===== config.mk =====
export PLATFORM = sky130hd
export DESIGN_NAME = shift_reg_sipo_rx
export DESIGN_NICKNAME = d
export VERILOG_FILES = /design/src/rtl/spi_pkg.sv /design/src/rtl/sipo_shift_core.sv /design/src/rtl/shift_reg_sipo_rx.sv
export SDC_FILE = /design/constraint.sdc
export NUM_CORES = 1
export LEC_CHECK = 0
export ABC_AREA = 1
export CORE_ASPECT_RATIO = 0.7
export CORE_MARGIN = 3
export CORE_UTILIZATION = 30
export DETAILED_ROUTE_END_ITERATION = 16
export HOLD_SLACK_MARGIN = 0.12
export PLACE_DENSITY = 0.49
export REMOVE_ABC_BUFFERS = 1
export SETUP_SLACK_MARGIN = 0.2
export SYNTH_ARGS = -nofsm -noshare
export SYNTH_HDL_FRONTEND = slang
export SYNTH_HIERARCHICAL = 1
export SYNTH_SLANG_ARGS = --single-unit

===== constraint.sdc =====
create_clock -name clk -period 2 [get_ports clk]
set_input_delay 0.4 -clock clk [delete_from_list [all_inputs] [get_ports clk]]
set_output_delay 0.4 -clock clk [all_outputs]
set_load 0.03 [all_outputs]

===== src/rtl/spi_pkg.sv =====
// Shared SPI definitions used by the transmit and receive shifters.
package spi_pkg;

    // Default word width, shared with the transmit PISO shifter.
    localparam int unsigned SPI_WIDTH = 8;

    // Receive shifter state: IDLE while no bits are held, SHIFT mid-word.
    typedef enum logic {
        IDLE  = 1'b0,
        SHIFT = 1'b1
    } rx_state_t;

endpackage


===== src/rtl/sipo_shift_core.sv =====
// Serial-in shift register plus bit counter. Emits the assembled word
// (including the bit sampled this cycle) together with a done strobe on the
// ena that completes a word.
module sipo_shift_core
    import spi_pkg::*;
#(
    parameter int unsigned WIDTH     = SPI_WIDTH,
    parameter bit          MSB_FIRST = 1'b1
) (
    input  logic             clk,
    input  logic             rst,
    input  logic             ena,
    input  logic             clr,
    input  logic             din,
    output logic [WIDTH-1:0] word,
    output logic             done,
    output logic             busy
);

    localparam int unsigned CW = $clog2(WIDTH + 1);

    logic [WIDTH-1:0] sr;
    logic [WIDTH-1:0] sr_next;
    logic [CW-1:0]    count;
    rx_state_t        state;

    // Next shift value and word-complete detection; clr masks a completion.
    always_comb begin
        sr_next = MSB_FIRST ? {sr[WIDTH-2:0], din} : {din, sr[WIDTH-1:1]};
        word    = sr_next;
        done    = ena && !clr && (count == CW'(WIDTH - 1));
    end

    // Shift register, bit counter and state; clr wins over ena.
    always_ff @(posedge clk or posedge rst) begin
        if (rst) begin
            sr    <= '0;
            count <= '0;
            state <= IDLE;
        end else if (clr) begin
            sr    <= '0;
            count <= '0;
            state <= IDLE;
        end else if (ena) begin
            sr <= sr_next;
            if (done) begin
                count <= '0;
                state <= IDLE;
            end else begin
                count <= count + CW'(1);
                state <= SHIFT;
            end
        end
    end

    // SHIFT is held exactly while the count is nonzero.
    assign busy = (state == SHIFT);

endmodule


===== src/rtl/shift_reg_sipo_rx.sv =====
// SPI receive SIPO: assembles serial bits into words and hands them to the
// parallel side through a one-word holding register with valid/read
// handshake and a sticky overrun flag.
module shift_reg_sipo_rx
    import spi_pkg::*;
#(
    parameter int unsigned WIDTH     = SPI_WIDTH,
    parameter bit          MSB_FIRST = 1'b1
) (
    input  logic             clk,
    input  logic             rst,
    input  logic             ena,
    input  logic             clr,
    input  logic             DatIn,
    input  logic             rd,
    output logic [WIDTH-1:0] DatOut,
    output logic             full,
    output logic             valid,
    output logic             busy,
    output logic             overrun
);

    logic [WIDTH-1:0] word;
    logic             done;
    logic             load;

    sipo_shift_core #(
        .WIDTH     (WIDTH),
        .MSB_FIRST (MSB_FIRST)
    ) u_core (
        .clk  (clk),
        .rst  (rst),
        .ena  (ena),
        .clr  (clr),
        .din  (DatIn),
        .word (word),
        .done (done),
        .busy (busy)
    );

    // A completed word is accepted if the slot is empty or being read now.
    always_comb begin
        load = done && (!full || rd);
    end

    // Holding register and handshake flags.
    always_ff @(posedge clk or posedge rst) begin
        if (rst) begin
            DatOut <= '0;
            full   <= 1'b0;
            valid  <= 1'b0;
        end else begin
            valid <= load;
            if (load) begin
                DatOut <= word;
                full   <= 1'b1;
            end else if (rd && full) begin
                full <= 1'b0;
            end
        end
    end

    // Sticky overrun: set when a finished word is dropped, cleared by clr.
    always_ff @(posedge clk or posedge rst) begin
        if (rst) begin
            overrun <= 1'b0;
        end else if (clr) begin
            overrun <= 1'b0;
        end else if (done && !load) begin
            overrun <= 1'b1;
        end
    end

endmodule


==> tab_implementation.tex <==
\begin{tabular}{lr}
\hline
Metric & Value \\
\hline
\multicolumn{2}{l}{\textbf{Run status}} \\
Result of the run & completed \\
\multicolumn{2}{l}{\textbf{Worst hold path}} \\
Worst Hold Class & input pin to async pin \\
\multicolumn{2}{l}{\textbf{Timing}} \\
Final setup margin & 0.2945 ns \\
Largest clock skew in the final design & 0.001321 ns \\
Setup violations, final & 0 \\
Final-report hold violation count & 0 \\
Final cycle utilization of the critical path & 0.8527 \\
Worst slew pin tran & 0.4628 ns \\
Worst hold slack & 0.4494 ns \\
Tmin final & 1.705 ns \\
Fmax & 586.3 MHz \\
Number of max-slew violations in the final report & 0 \\
Setup TNS after final layout & 0 ns \\
Unrepaired setup endpoints after global routing & no \\
Max transition margin & 0.6911 \\
\multicolumn{2}{l}{\textbf{CTS}} \\
Cell at the root of the clock tree & sky130\_fd\_sc\_hd\_\_clkbuf\_8 \\
CTS tree & yes \\
Clock transition at the registers of the reported paths & 0.08 ns \\
Clk buf depth & 2 \\
Skew-Pair Late Insertion Delay & 0.26 ns \\
H-tree depth & 1 \\
Post-CTS Setup Bufs & 0 \\
Count of clock tree sinks & 23 \\
Cts bufs inserted & 3 \\
Hold buffer count at CTS & 0 \\
\multicolumn{2}{l}{\textbf{Worst setup path}} \\
Maximum single-stage delay on the critical path & 0.68 ns \\
Crit-path cells & clkdlybuf4s50\_1 \\
Critical path's top delay family & buffers and inverters \\
Data arrival time of the critical path & 1.31 ns \\
Worst path bufs/invs & 1 \\
Critical-path cell with the highest stage delay & sky130\_fd\_sc\_hd\_\_clkdlybuf4s50\_1 \\
Category of the worst setup path capture point & primary output \\
Worst-path fanout max & 2 \\
Data required time of the critical path & 1.60 ns \\
Critical Path Start Type & register \\
Worst Setup Path Type & register to primary output \\
\multicolumn{2}{l}{\textbf{Cells and area}} \\
Final core occ & 0.4202 \\
Nets@finish & 130 \\
Proportion of layout cells with a drive suffix above 1 & 0.1393 \\
Finished Layout Cells & 158 \\
Synth-to-layout area growth & 26.43\% \\
Final instance area & 1245 µm² \\
Antenna diode count & 0 \\
\multicolumn{2}{l}{\textbf{Job}} \\
Max\_cap viols & 0 \\
\multicolumn{2}{l}{\textbf{Power and ir drop}} \\
Pwr dens & 659.5 nW/µm² \\
Standby leakage power & 0.6351 nW \\
Total power of the final layout & 0.8210 mW \\
Peak supply drop & 0.3825 mV \\
\multicolumn{2}{l}{\textbf{Floorplanning}} \\
Overall die area & 4017 µm² \\
I/O pins & 18 \\
FP Rows & 16 \\
Area of the placeable core & 2963 µm² \\
Die Ht & 53.94 µm \\
Initial cell density of the core & 0.3323 \\
Die boundary width & 74.48 µm \\
\multicolumn{2}{l}{\textbf{Detailed routing}} \\
Aggregate routed wire length & 1888 µm \\
Routed via count divided by cell count & 4.582 \\
DR pass1 iterations & 4 \\
Via count & 724 \\
Final routed DRC violation total & 0 \\
DR WL/cell & 11.95 µm \\
Final antenna-violating net count & 0 \\
First-iteration detailed-routing DRC count & 75 \\
\multicolumn{2}{l}{\textbf{Global routing}} \\
Global-route wire length before repair & 3318 µm \\
Total congestion overflow & 0 \\
GRT Resource Usage Total & 0.1136 \\
Number of global-route vias before repair & 669 \\
Initial antenna violation count & 0 \\
Pin count of the biggest net entering global routing & 14 \\
\multicolumn{2}{l}{\textbf{Logic synthesis}} \\
Most common cell in the synthesized netlist & sky130\_fd\_sc\_hd\_\_nand2\_1 \\
Most numerous cell types in the synthesized netlist & 24 x sky130\_fd\_sc\_hd\_\_nand2\_1, 23 x sky130\_fd\_sc\_hd\_\_dfrtp\_1, 13 x sky130\_fd\_sc\_hd\_\_nand3\_1, 12 x sky130\_fd\_sc\_hd\_\_inv\_1, 5 x sky130\_fd\_sc\_hd\_\_o22ai\_1 \\
Unique cell type count in the Yosys netlist & 21 \\
Primary FF master, synth & sky130\_fd\_sc\_hd\_\_dfrtp\_1 \\
Syn Area/Cell & 9.749 µm² \\
Synth top area cells & sky130\_fd\_sc\_hd\_\_dfrtp\_1 58\%, sky130\_fd\_sc\_hd\_\_nand2\_1 9.1\%, sky130\_fd\_sc\_hd\_\_nand3\_1 6.6\% \\
Cell count after synthesis & 101 \\
Number of enable-type register cells in the synthesized netlist & 0 \\
Netlist Area Pre-Place & 984.7 µm² \\
Fraction of post-synthesis cell area in the top cell type by area & 0.5845 \\
Synth async-reset ratio & 1.000 \\
Register area share after synthesis & 0.5845 \\
Yosys warning count & 6 \\
Area leader, netlist & sky130\_fd\_sc\_hd\_\_dfrtp\_1 \\
Post-synthesis sequential element count & 23 \\
\multicolumn{2}{l}{\textbf{Placement}} \\
Number of cells after detailed placement & 154 \\
Detailed Place HPWL & 1436 µm \\
Final Wtd Congestion & 0.7215 \\
Setup Slack @ Placement & 0.2155 ns \\
Placed cell area & 1196 µm² \\
Number of port buffers & 17 \\
\hline
\end{tabular}
-- power by group --
| group | leakage [nW] | internal (mW) | switching [mW] | total (mW) |
|---|---|---|---|---|
| combinational | 0.292 | 0.0233 | 0.0360 | 0.0593 |
| sequential | 0.317 | 0.473 | 0.00759 | 0.480 |
| clock | 0.0255 | 0.139 | 0.143 | 0.282 |
-- worst paths after layout --
check                           startpoint            to  slack, ns  cells past startpoint
setup / recovery                 DatOut[2]     DatOut[2]       0.29                      1
hold / removal                         rst       overrun       0.45                      2
setup reg to reg           u_core/count[0]     DatOut[1]       0.57                      7
hold reg to reg                  DatOut[0]     DatOut[0]       0.48                      2
max in group asynchronous              rst  u_core/sr[0]       1.21                      2
min in group clk                 DatOut[0]     DatOut[0]       0.48                      2
-- kinds of logic after synthesis --
group                    after synthesis  synth area share
flip-flops                            23            0.5845
AO/OA/AOI/OAI                         11           0.06988
adder cells (fa/ha/maj)                1           0.01270
AND/OR/NAND/NOR                       49            0.2567
buffers and inverters                 17           0.07624
-- flip-flops by register name (all words and copies together), names as in the netlist --
name          cells
u_core/count      4
DatOut            8
u_core/sr         7
overrun           1
u_core/busy       1
valid             1
full              1
-- repair_timing --
action / in CTS / in global routing
setup endpoints to repair: 0 / 1
hold endpoints to repair: 0 / 0
resized for setup: 0 / 1
-- layer usage --
| metal | global-route usage | part of all wire |
|---|---|---|
| met5 | 0 | 0 |
| met4 | 0.02663 | 0.0069 |
| met3 | 0.04664 | 0.064 |
| met2 | 0.1429 | 0.39 |
| met1 | 0.1751 | 0.54 |
-- area by class of cell --
class,instances,area [µm²]
Fill cell,311,1718
Tap cell,36,45.04
Timing Repair Buffer,19,187.7
Sequential cell,23,575.6
Multi-Input combinational cell,61,334.1
Clock inverter,1,5.005
Inverter,15,56.30
Clock buffer,3,41.29
-- placed cells by master, fill, tap and decap left out --
master	instances
sky130_fd_sc_hd__ha_1	1
sky130_fd_sc_hd__a22o_1	1
sky130_fd_sc_hd__nand3_1	13
sky130_fd_sc_hd__nand2_8	1
sky130_fd_sc_hd__nand2_2	3
sky130_fd_sc_hd__dfrtp_1	23
sky130_fd_sc_hd__clkdlybuf4s50_1	16
sky130_fd_sc_hd__o21ai_0	1
sky130_fd_sc_hd__nor2_4	1
sky130_fd_sc_hd__inv_2	3
sky130_fd_sc_hd__nand2_1	24
sky130_fd_sc_hd__dlymetal6s2s_1	1
sky130_fd_sc_hd__clkbuf_8	3
sky130_fd_sc_hd__o22ai_1	5
sky130_fd_sc_hd__buf_4	2
sky130_fd_sc_hd__o21ai_1	1
sky130_fd_sc_hd__nor3b_1	1
sky130_fd_sc_hd__a21oi_1	2
sky130_fd_sc_hd__inv_1	12
sky130_fd_sc_hd__clkinv_2	1
sky130_fd_sc_hd__o21ai_2	1
sky130_fd_sc_hd__nand4_1	1
sky130_fd_sc_hd__nand2_4	2
sky130_fd_sc_hd__nor2_1	3
Power figures use the tool's default switching activity.
